===== src/rtl/piano_voice_sched.sv =====
// Two-voice piano scheduler: synchronises and debounces eight active-low keys,
// queues presses and allocates them to two sine voices with retrigger/steal and release tails.
module piano_voice_sched #(
  parameter int unsigned DEBOUNCE    = 240000,
  parameter int unsigned RELEASE_CYC = 1200000
) (
  input  logic        clk,
  input  logic        rst,
  input  logic [7:0]  key_n,
  output logic [31:0] voice0_M,
  output logic [31:0] voice1_M,
  output logic        voice0_en,
  output logic        voice1_en,
  output logic [7:0]  pend
);

  localparam int unsigned DbW  = (DEBOUNCE > 1) ? $clog2(DEBOUNCE) : 1;
  localparam int unsigned RelW = (RELEASE_CYC > 1) ? $clog2(RELEASE_CYC) : 1;
  localparam logic [DbW-1:0]  DbLast  = DbW'(DEBOUNCE - 1);
  localparam logic [RelW-1:0] RelLast = RelW'(RELEASE_CYC - 1);

  typedef enum logic [1:0] {StIdle, StHold, StRelease} voice_st_e;

  logic [7:0]      sync1_q, sync2_q;
  logic [7:0]      acc_q, acc_d;
  logic [DbW-1:0]  db_cnt_q [8];
  logic [DbW-1:0]  db_cnt_d [8];
  logic [7:0]      press_evt, rel_evt;
  logic [7:0]      pend_q, pend_d;
  logic            serve_vld;
  logic [2:0]      serve_key;
  logic [7:0]      serve_mask;

  voice_st_e       st_q [2];
  voice_st_e       st_d [2];
  logic [2:0]      key_q [2];
  logic [2:0]      key_d [2];
  logic [RelW-1:0] rcnt_q [2];
  logic [RelW-1:0] rcnt_d [2];
  logic            oldest_q, oldest_d;
  logic            chosen;
  logic [1:0]      en_d;
  logic [31:0]     m_d [2];

  function automatic logic [31:0] note_m(input logic [2:0] idx);
    logic [31:0] m;
    case (idx)
      3'd0: m = 32'd93664;
      3'd1: m = 32'd105130;
      3'd2: m = 32'd118008;
      3'd3: m = 32'd125024;
      3'd4: m = 32'd140336;
      3'd5: m = 32'd157520;
      3'd6: m = 32'd176809;
      3'd7: m = 32'd187324;
      default: m = 32'd0;
    endcase
    return m;
  endfunction

  // Counter only runs while the synchronised level disagrees with the accepted level.
  always_comb begin
    acc_d     = acc_q;
    press_evt = '0;
    rel_evt   = '0;
    for (int k = 0; k < 8; k++) begin
      db_cnt_d[k] = '0;
      if (sync2_q[k] != acc_q[k]) begin
        if (db_cnt_q[k] == DbLast) begin
          acc_d[k]     = sync2_q[k];
          press_evt[k] = ~sync2_q[k];
          rel_evt[k]   = sync2_q[k];
        end else begin
          db_cnt_d[k] = db_cnt_q[k] + DbW'(1);
        end
      end
    end
  end

  always_comb begin
    serve_vld = 1'b0;
    serve_key = '0;
    for (int k = 7; k >= 0; k--) begin
      if (pend_q[k]) begin
        serve_vld = 1'b1;
        serve_key = 3'(k);
      end
    end
    serve_mask = serve_vld ? (8'b1 << serve_key) : 8'b0;
    pend_d     = (pend_q & ~serve_mask) | press_evt;
  end

  // Allocation priority: retrigger same key, then lowest idle voice, then steal the oldest.
  always_comb begin
    if (st_q[0] != StIdle && key_q[0] == serve_key) begin
      chosen = 1'b0;
    end else if (st_q[1] != StIdle && key_q[1] == serve_key) begin
      chosen = 1'b1;
    end else if (st_q[0] == StIdle) begin
      chosen = 1'b0;
    end else if (st_q[1] == StIdle) begin
      chosen = 1'b1;
    end else begin
      chosen = oldest_q;
    end
    oldest_d = serve_vld ? ~chosen : oldest_q;
  end

  always_comb begin
    for (int v = 0; v < 2; v++) begin
      st_d[v]   = st_q[v];
      key_d[v]  = key_q[v];
      rcnt_d[v] = rcnt_q[v];
      case (st_q[v])
        StHold: begin
          if (rel_evt[key_q[v]]) begin
            st_d[v]   = StRelease;
            rcnt_d[v] = '0;
          end
        end
        StRelease: begin
          if (rcnt_q[v] == RelLast) begin
            st_d[v]   = StIdle;
            rcnt_d[v] = '0;
          end else begin
            rcnt_d[v] = rcnt_q[v] + RelW'(1);
          end
        end
        default: ;
      endcase
      // A served press overrides a same-cycle release of that key.
      if (serve_vld && chosen == 1'(v)) begin
        st_d[v]   = StHold;
        key_d[v]  = serve_key;
        rcnt_d[v] = '0;
      end
      en_d[v] = (st_d[v] != StIdle);
      m_d[v]  = en_d[v] ? note_m(key_d[v]) : 32'd0;
    end
  end

  always_ff @(posedge clk or posedge rst) begin
    if (rst) begin
      sync1_q  <= 8'hff;
      sync2_q  <= 8'hff;
      acc_q    <= 8'hff;
      pend_q   <= '0;
      oldest_q <= 1'b0;
      for (int k = 0; k < 8; k++) begin
        db_cnt_q[k] <= '0;
      end
      for (int v = 0; v < 2; v++) begin
        st_q[v]   <= StIdle;
        key_q[v]  <= '0;
        rcnt_q[v] <= '0;
      end
    end else begin
      sync1_q  <= key_n;
      sync2_q  <= sync1_q;
      acc_q    <= acc_d;
      pend_q   <= pend_d;
      oldest_q <= oldest_d;
      for (int k = 0; k < 8; k++) begin
        db_cnt_q[k] <= db_cnt_d[k];
      end
      for (int v = 0; v < 2; v++) begin
        st_q[v]   <= st_d[v];
        key_q[v]  <= key_d[v];
        rcnt_q[v] <= rcnt_d[v];
      end
    end
  end

  // Outputs are registered from next-state so they land on the same edge as the voice update.
  always_ff @(posedge clk or posedge rst) begin
    if (rst) begin
      voice0_en <= 1'b0;
      voice1_en <= 1'b0;
      voice0_M  <= '0;
      voice1_M  <= '0;
      pend      <= '0;
    end else begin
      voice0_en <= en_d[0];
      voice1_en <= en_d[1];
      voice0_M  <= m_d[0];
      voice1_M  <= m_d[1];
      pend      <= pend_d;
    end
  end

endmodule


===== config.mk =====
export PLATFORM = sky130hd
export DESIGN_NAME = piano_voice_sched
export DESIGN_NICKNAME = d
export VERILOG_FILES = /design/src/rtl/piano_voice_sched.sv
export SDC_FILE = /design/constraint.sdc
export NUM_CORES = 1
export LEC_CHECK = 0
export ABC_CLOCK_PERIOD_IN_PS = 23800
export CAP_MARGIN = 30
export CELL_PAD_IN_SITES_DETAIL_PLACEMENT = 0
export CELL_PAD_IN_SITES_GLOBAL_PLACEMENT = 1
export CORE_MARGIN = 5
export CORE_UTILIZATION = 25
export DETAILED_ROUTE_END_ITERATION = 10
export PLACE_DENSITY_LB_ADDON = 0.1
export SYNTH_ARGS = -nofsm -noshare
export SYNTH_HDL_FRONTEND = slang
export SYNTH_SLANG_ARGS = --single-unit
export TNS_END_PERCENT = 20

===== constraint.sdc =====
create_clock -name clk -period 23.8 [get_ports clk]
set_input_delay 5.95 -clock clk [delete_from_list [all_inputs] [get_ports clk]]
set_output_delay 5.95 -clock clk [all_outputs]
set_load 0.03 [all_outputs]

==> flow_summary.ini, run 1 <==
[run_status]
outcome = finished, final reports clean

[synth]
synth_flop_cell = dfrtp_1
synth_cell_type_count = 92
synth_area_per_cell_sq_um = 9.84
synth_area_leaders = dfrtp_1 45%, nor2_1 6.2%, dfstp_2 4.7%
synth_top_area_frac = 0.452
async_flop_share = 1.00
netlist_instances = 1367
synth_area_sq_um = 13500
synth_edf_count = 0
ys_seq_elements = 267
yosys.area.top_type = dfrtp_1
yosysMostFrequentCell = dfrtp_1
yosys-top-cells-count = 243 x dfrtp_1, 221 x nor2_1, 109 x nand2_1
yosys_warnings = 0
ys_seq_area_frac = 0.499

[sta]
timing.hold.ws_ns = 0.355
skew_ns = 0.0226
slew_headroom = 0.384
finalSetupViolations = 0
final_hold_viol_count = 0
timing.final.crit_share = 0.326
slew_violations = 0
fin_tns_setup_ns = 0
fmax_mhz = 129
final.min_clock_period_ns = 7.75
rsz0062_at_grt = false
fin_ws_ns = 16.05
worst_slew_pin_slew_ns = 0.923

[clock_network]
cts-root-buf = clkbuf_16
clk_pin_slew_ns = 0.06
cts_buffers = 35
cts_resized = 0
cts_hold_buf = 0
ctsHtreeMaxLevel = 2
cts_tree = done
cts_setup_buffers = 0
cts.sinks = 267
clk_latency_ns = 0.54
clk_path_buf_depth = 3

[cells_and_area]
areaGrowthSynthToFinish_pct = 17.6
drive_gt1_frac = 0.107
n_antenna_cell = 0
finalNetCount = 1470
final_cells = 2151

[global_routing]
grt_overflow = 0
antenna_found_initial = 1
gr-usage-met1 = 0.163
grtUsageTotal = 0.115
grt_pass1_vias = 9741
grt_max_degree = 75
busiest_layer = met2
grtUsageMet2 = 0.175
met3_usage = 0.0217
grt_pass1_wl_microns = 55300

[power_and_ir_drop]
p_per_area_nw_per_um2 = 64.7
ir_worst_vdd_v = 0.0000341
p_leak_nw = 6.70
total_power_mw = 1.02

[placement]
gp_congestion = 0.703
dp_cells = 2088
post-place-ws_ns = 15.89
portBuffers = 55
dp_hpwl_microns = 22800

[critical_path]
r2r-start = pend[6]
cp_max_fo = 9
rrSetupSlack_ns = 19.58
cp_slowest_stage_delay_ns = 0.78
reg2reg_to = voice1_M[13]
cp.depth = 1
worstPathCellList = clkdlybuf4s50_1
startpoint_type = flop
slowest_stage = clkdlybuf4s50_1
cp-startpoint = pend[2]
crit_type = flop to output port
critPathCaptureType = output port
worst-endpoint-arrival_ns = 1.80
crit_end = pend[2]
reg2regPathDepth = 11
cp_num_buf_inv = 1
cp.required_ns = 17.85
cp_top_family = buffers and inverters

[detailed_routing]
drc = 0
drt_iter0_drc = 472
first_pass_iters = 4
routed_wl_microns = 34100
routedWlPerCell_microns = 15.9
detail_route.vias_per_cell = 4.53
ant_nets = 0
vias = 9738

[die]
core_sq_um = 53600
die-area_sq_um = 58600
pin_count = 84
initial_core_util = 0.251
die_h_microns = 242
die_x_microns = 242
placementRows = 85

[run]
cap_violations = 0

[worst_hold_path]
holdCritPathClass = flop to flop
[state kept, by name, summed over array words and instances (netlist names), 4 cells and up]
signal    flops
sync2_q       8
st_q          4
pend          8
voice0_M     18
acc_q         8
sync1_q       8
voice1_M     18
key_q         6
rcnt_q       42
db_cnt_q    144
[report_power, final]
group          total [mW]  internal [mW]  switching (mW)
Clock               0.529          0.319           0.210
Combinational      0.0289        0.00629          0.0226
Sequential          0.465          0.460         0.00454
Total                1.02          0.785           0.237
[routing by layer]
layer | vias up | wire, microns
met5 | - | 0
met4 | 0 | 904
met3 | 49 | 1190
met2 | 117 | 15100
met1 | 4756 | 16900
li1 | 4816 | -
[how the worst min path moves through the flow]
stage / end / from / cells after the start
2_1_floorplan: sync2_q[0] / sync1_q[0] / 0
6_report: sync2_q[1] / sync1_q[1] / 0
5_1_grt: sync2_q[1] / sync1_q[1] / 0
3_3_place_gp: sync2_q[7] / sync1_q[7] / 0
3_5_place_dp: sync2_q[1] / sync1_q[1] / 0
4_1_cts: sync2_q[1] / sync1_q[1] / 0
[layout make-up]
cell class | count | area [sq um]
clock buffer | 50 | 1050
clock inverter | 12 | 91.3
fill | 5663 | 37800
inverter | 44 | 173
multi-input combinational | 1015 | 6250
sequential | 267 | 6710
tap | 696 | 871
timing repair buffer | 67 | 668
[per-stage QoR]
| step | area, sq um | utilization |
|---|---|---|
| 3_5_place_dp | 14600 | 0.273 |
| 5_1_grt | 15800 | 0.295 |
| 4_1_cts | 15800 | 0.295 |
| 6_report | 15800 | 0.295 |
| 3_3_place_gp | 14600 | 0.273 |
| 2_1_floorplan | 13600 | - |
[cell families after synthesis]
logic type / after synthesis / synth area share
XOR/XNOR: 124 / 0.0807
AO/OA/AOI/OAI: 168 / 0.0889
AND/OR/NAND/NOR: 650 / 0.247
flip-flops: 267 / 0.499
other: 1 / 0.000279
buffers and inverters: 112 / 0.0446
multiplexers: 15 / 0.0121
adder cells (fa/ha/maj): 30 / 0.0279
[placed cells by master, fill, tap and decap left out, types with 24 or more instances in the layout]
cell type and instances:
a21oi_1 38, and3_1 43, clkbuf_16 37, clkdlybuf4s50_1 55, conb_1 28, dfrtp_1 243, dfstp_2 24, ha_1 30
inv_1 41, nand2_1 109, nand3_1 80, nand4_1 33, nor2_1 221, o21ai_0 47, xnor2_1 52, xor2_1 72
Power figures use the tool's default switching activity.
==> run 2: changes to the inputs <==
--- a/config.mk
+++ b/config.mk
@@ -5,7 +5,7 @@
 export SDC_FILE = /design/constraint.sdc
 export NUM_CORES = 1
 export LEC_CHECK = 0
-export ABC_CLOCK_PERIOD_IN_PS = 23800
+export ABC_CLOCK_PERIOD_IN_PS = 6800
 export CAP_MARGIN = 30
 export CELL_PAD_IN_SITES_DETAIL_PLACEMENT = 0
 export CELL_PAD_IN_SITES_GLOBAL_PLACEMENT = 1
==> constraint.sdc (replaced) <==
create_clock -name clk -period 6.8 [get_ports clk]
set_input_delay 1.7 -clock clk [delete_from_list [all_inputs] [get_ports clk]]
set_output_delay 1.7 -clock clk [all_outputs]
set_load 0.03 [all_outputs]
==> run 2 against run 1 <==
Compared with the run above:
- final cell count is 0.14% lower
- worst setup slack worse by 13 ns
- cell area hardly changed
- worst hold slack worse by 0.0068 ns
- flip-flop and latch count stayed put
- via count is 0.48% lower
- critical path depth is 7 higher
- routed wire length is 1.5% lower
==> flow_summary.ini, run 2 (synthesis results as in run 1) <==
[worst_hold_path]
holdCritPathClass = flop to flop

[power_and_ir_drop]
seqPwrFrac = 0.445
sw_frac_of_total = 0.224
ir_worst_vdd_v = 0.000154
pwr-share-comb = 0.028
internal_power_mw = 2.83
p_per_area_nw_per_um2 = 231
p_leak_nw = 6.68
power.clock.fraction = 0.527
total_power_mw = 3.65
power.switching_mw = 0.819

[cells_and_area]
fin_util = 0.295
regMostFlops = db_cnt_q
n_antenna_cell = 0
drive_gt1_frac = 0.102
final_cells = 2148
layout_common_cells = 243 x dfrtp_1, 221 x nor2_1, 109 x nand2_1, 80 x nand3_1, 72 x xor2_1
finalNetCount = 1467
largestRegisters = db_cnt_q x144, rcnt_q x42
largest_reg_flops = 144
final_common_cell = dfrtp_1
areaGrowthSynthToFinish_pct = 17.7

[clock_network]
cts_resized = 0
cts_setup_buffers = 0
clk_pin_slew_ns = 0.06
cts_hold_buf = 0
clk_path_buf_depth = 3
cts_buffers = 35
clk_latency_ns = 0.53
cts.sinks = 267
ctsHtreeMaxLevel = 2
cts_tree = done
cts-root-buf = clkbuf_16

[placement]
dp_cells = 2086
gp_congestion = 0.725
dp_hpwl_microns = 22400
portBuffers = 55

[detailed_routing]
routedWlPerCell_microns = 15.6
detail_route.vias_per_cell = 4.51
drc = 0
first_pass_iters = 4
vias = 9691
drt_iter0_drc = 477
routed_wl_microns = 33600
ant_nets = 0

[sta]
fin_tns_setup_ns = 0
slew_violations = 0
timing.hold.ws_ns = 0.349
fmax_mhz = 253
skew_ns = 0.0131
worst_slew_pin_slew_ns = 1.00
final.min_clock_period_ns = 3.96
final_hold_viol_count = 0
slew_headroom = 0.334
finalSetupViolations = 0
timing.final.crit_share = 0.582
rsz0062_at_grt = false

[global_routing]
grt_overflow = 0
grtUsageTotal = 0.114
grt_pass1_vias = 9926
grt_pass1_wl_microns = 55500
grt_max_degree = 147
antenna_found_initial = 0

[critical_path]
worst-endpoint-arrival_ns = 4.37
cp.required_ns = 7.21
crit_type = flop to flop
startpoint_type = flop
cp_max_fo = 13
critPathCaptureType = flop

[die]
die-area_sq_um = 58600
die_h_microns = 242
placementRows = 85
initial_core_util = 0.251
core_sq_um = 53600
die_x_microns = 242
pin_count = 84

[run]
cap_violations = 0

[run_status]
outcome = finished, final reports clean
run 2: cell count changes in the layout (fill, tap and decap cells not counted), sizes merged:
cell and change:
buf -3, inv -2, clkbuf +1, clkinvlp +2, clkinv -4, bufinv +3
run 2: path summary, 6_finish.rpt:
check	start	end	slack, ns	cells past startpoint
worst max-delay path	pend[0]	voice0_M[4]	2.84	8
max in group asynchronous	rst	rcnt_q[25]	4.30	3
min in group asynchronous	rst	db_cnt_q[70]	1.70	3
worst max register to register	pend[0]	voice0_M[4]	2.84	8
worst min-delay path	sync1_q[5]	sync2_q[5]	0.35	0
worst min register to register	sync1_q[5]	sync2_q[5]	0.35	0
run 2: critical path, stage by stage (launching register included):
cell and delay, ns:
dfrtp_1 0.44, or2_2 0.41, nor3_1 0.65, nand3_1 0.43, a21boi_2 0.28, buf_4 0.21
o2bb2ai_1 0.81, inv_2 0.26, a211oi_1 0.34
run 2: power groups by stage:
stage                     combinational [mW]  clock [mW]  sequential, mW
after floorplan                       0.0873           0            1.65
after global placement                 0.107           0            1.65
after detailed placement               0.106           0            1.65
after CTS                              0.107        2.02            1.63
after global routing                   0.118        2.08            1.63
final                                  0.101        1.92            1.63
run 2: final cells by class:
class | count | area, sq um
Timing Repair Buffer | 64 | 647
Clock inverter | 11 | 160
Clock buffer | 51 | 1030
Tap cell | 696 | 871
Multi-Input combinational cell | 1015 | 6240
Fill cell | 5681 | 37800
Inverter | 44 | 169
Sequential cell | 267 | 6710
run 2: metal layers:
layer	global-route usage	vias up	part of all wire
met5	0	-	0
met4	0.0341	0	0.019
met3	0.0235	41	0.035
met2	0.176	105	0.45
met1	0.162	4739	0.50
li1	-	4806	-
run 2: stage by stage:
stage               setup WS, ns  instance area, sq um
floorplan                   1.59                 13600
global placement            2.76                 14600
detailed placement          2.79                 14600
CTS                         2.76                 15800
global route                2.49                 15800
finish                      2.84                 15800
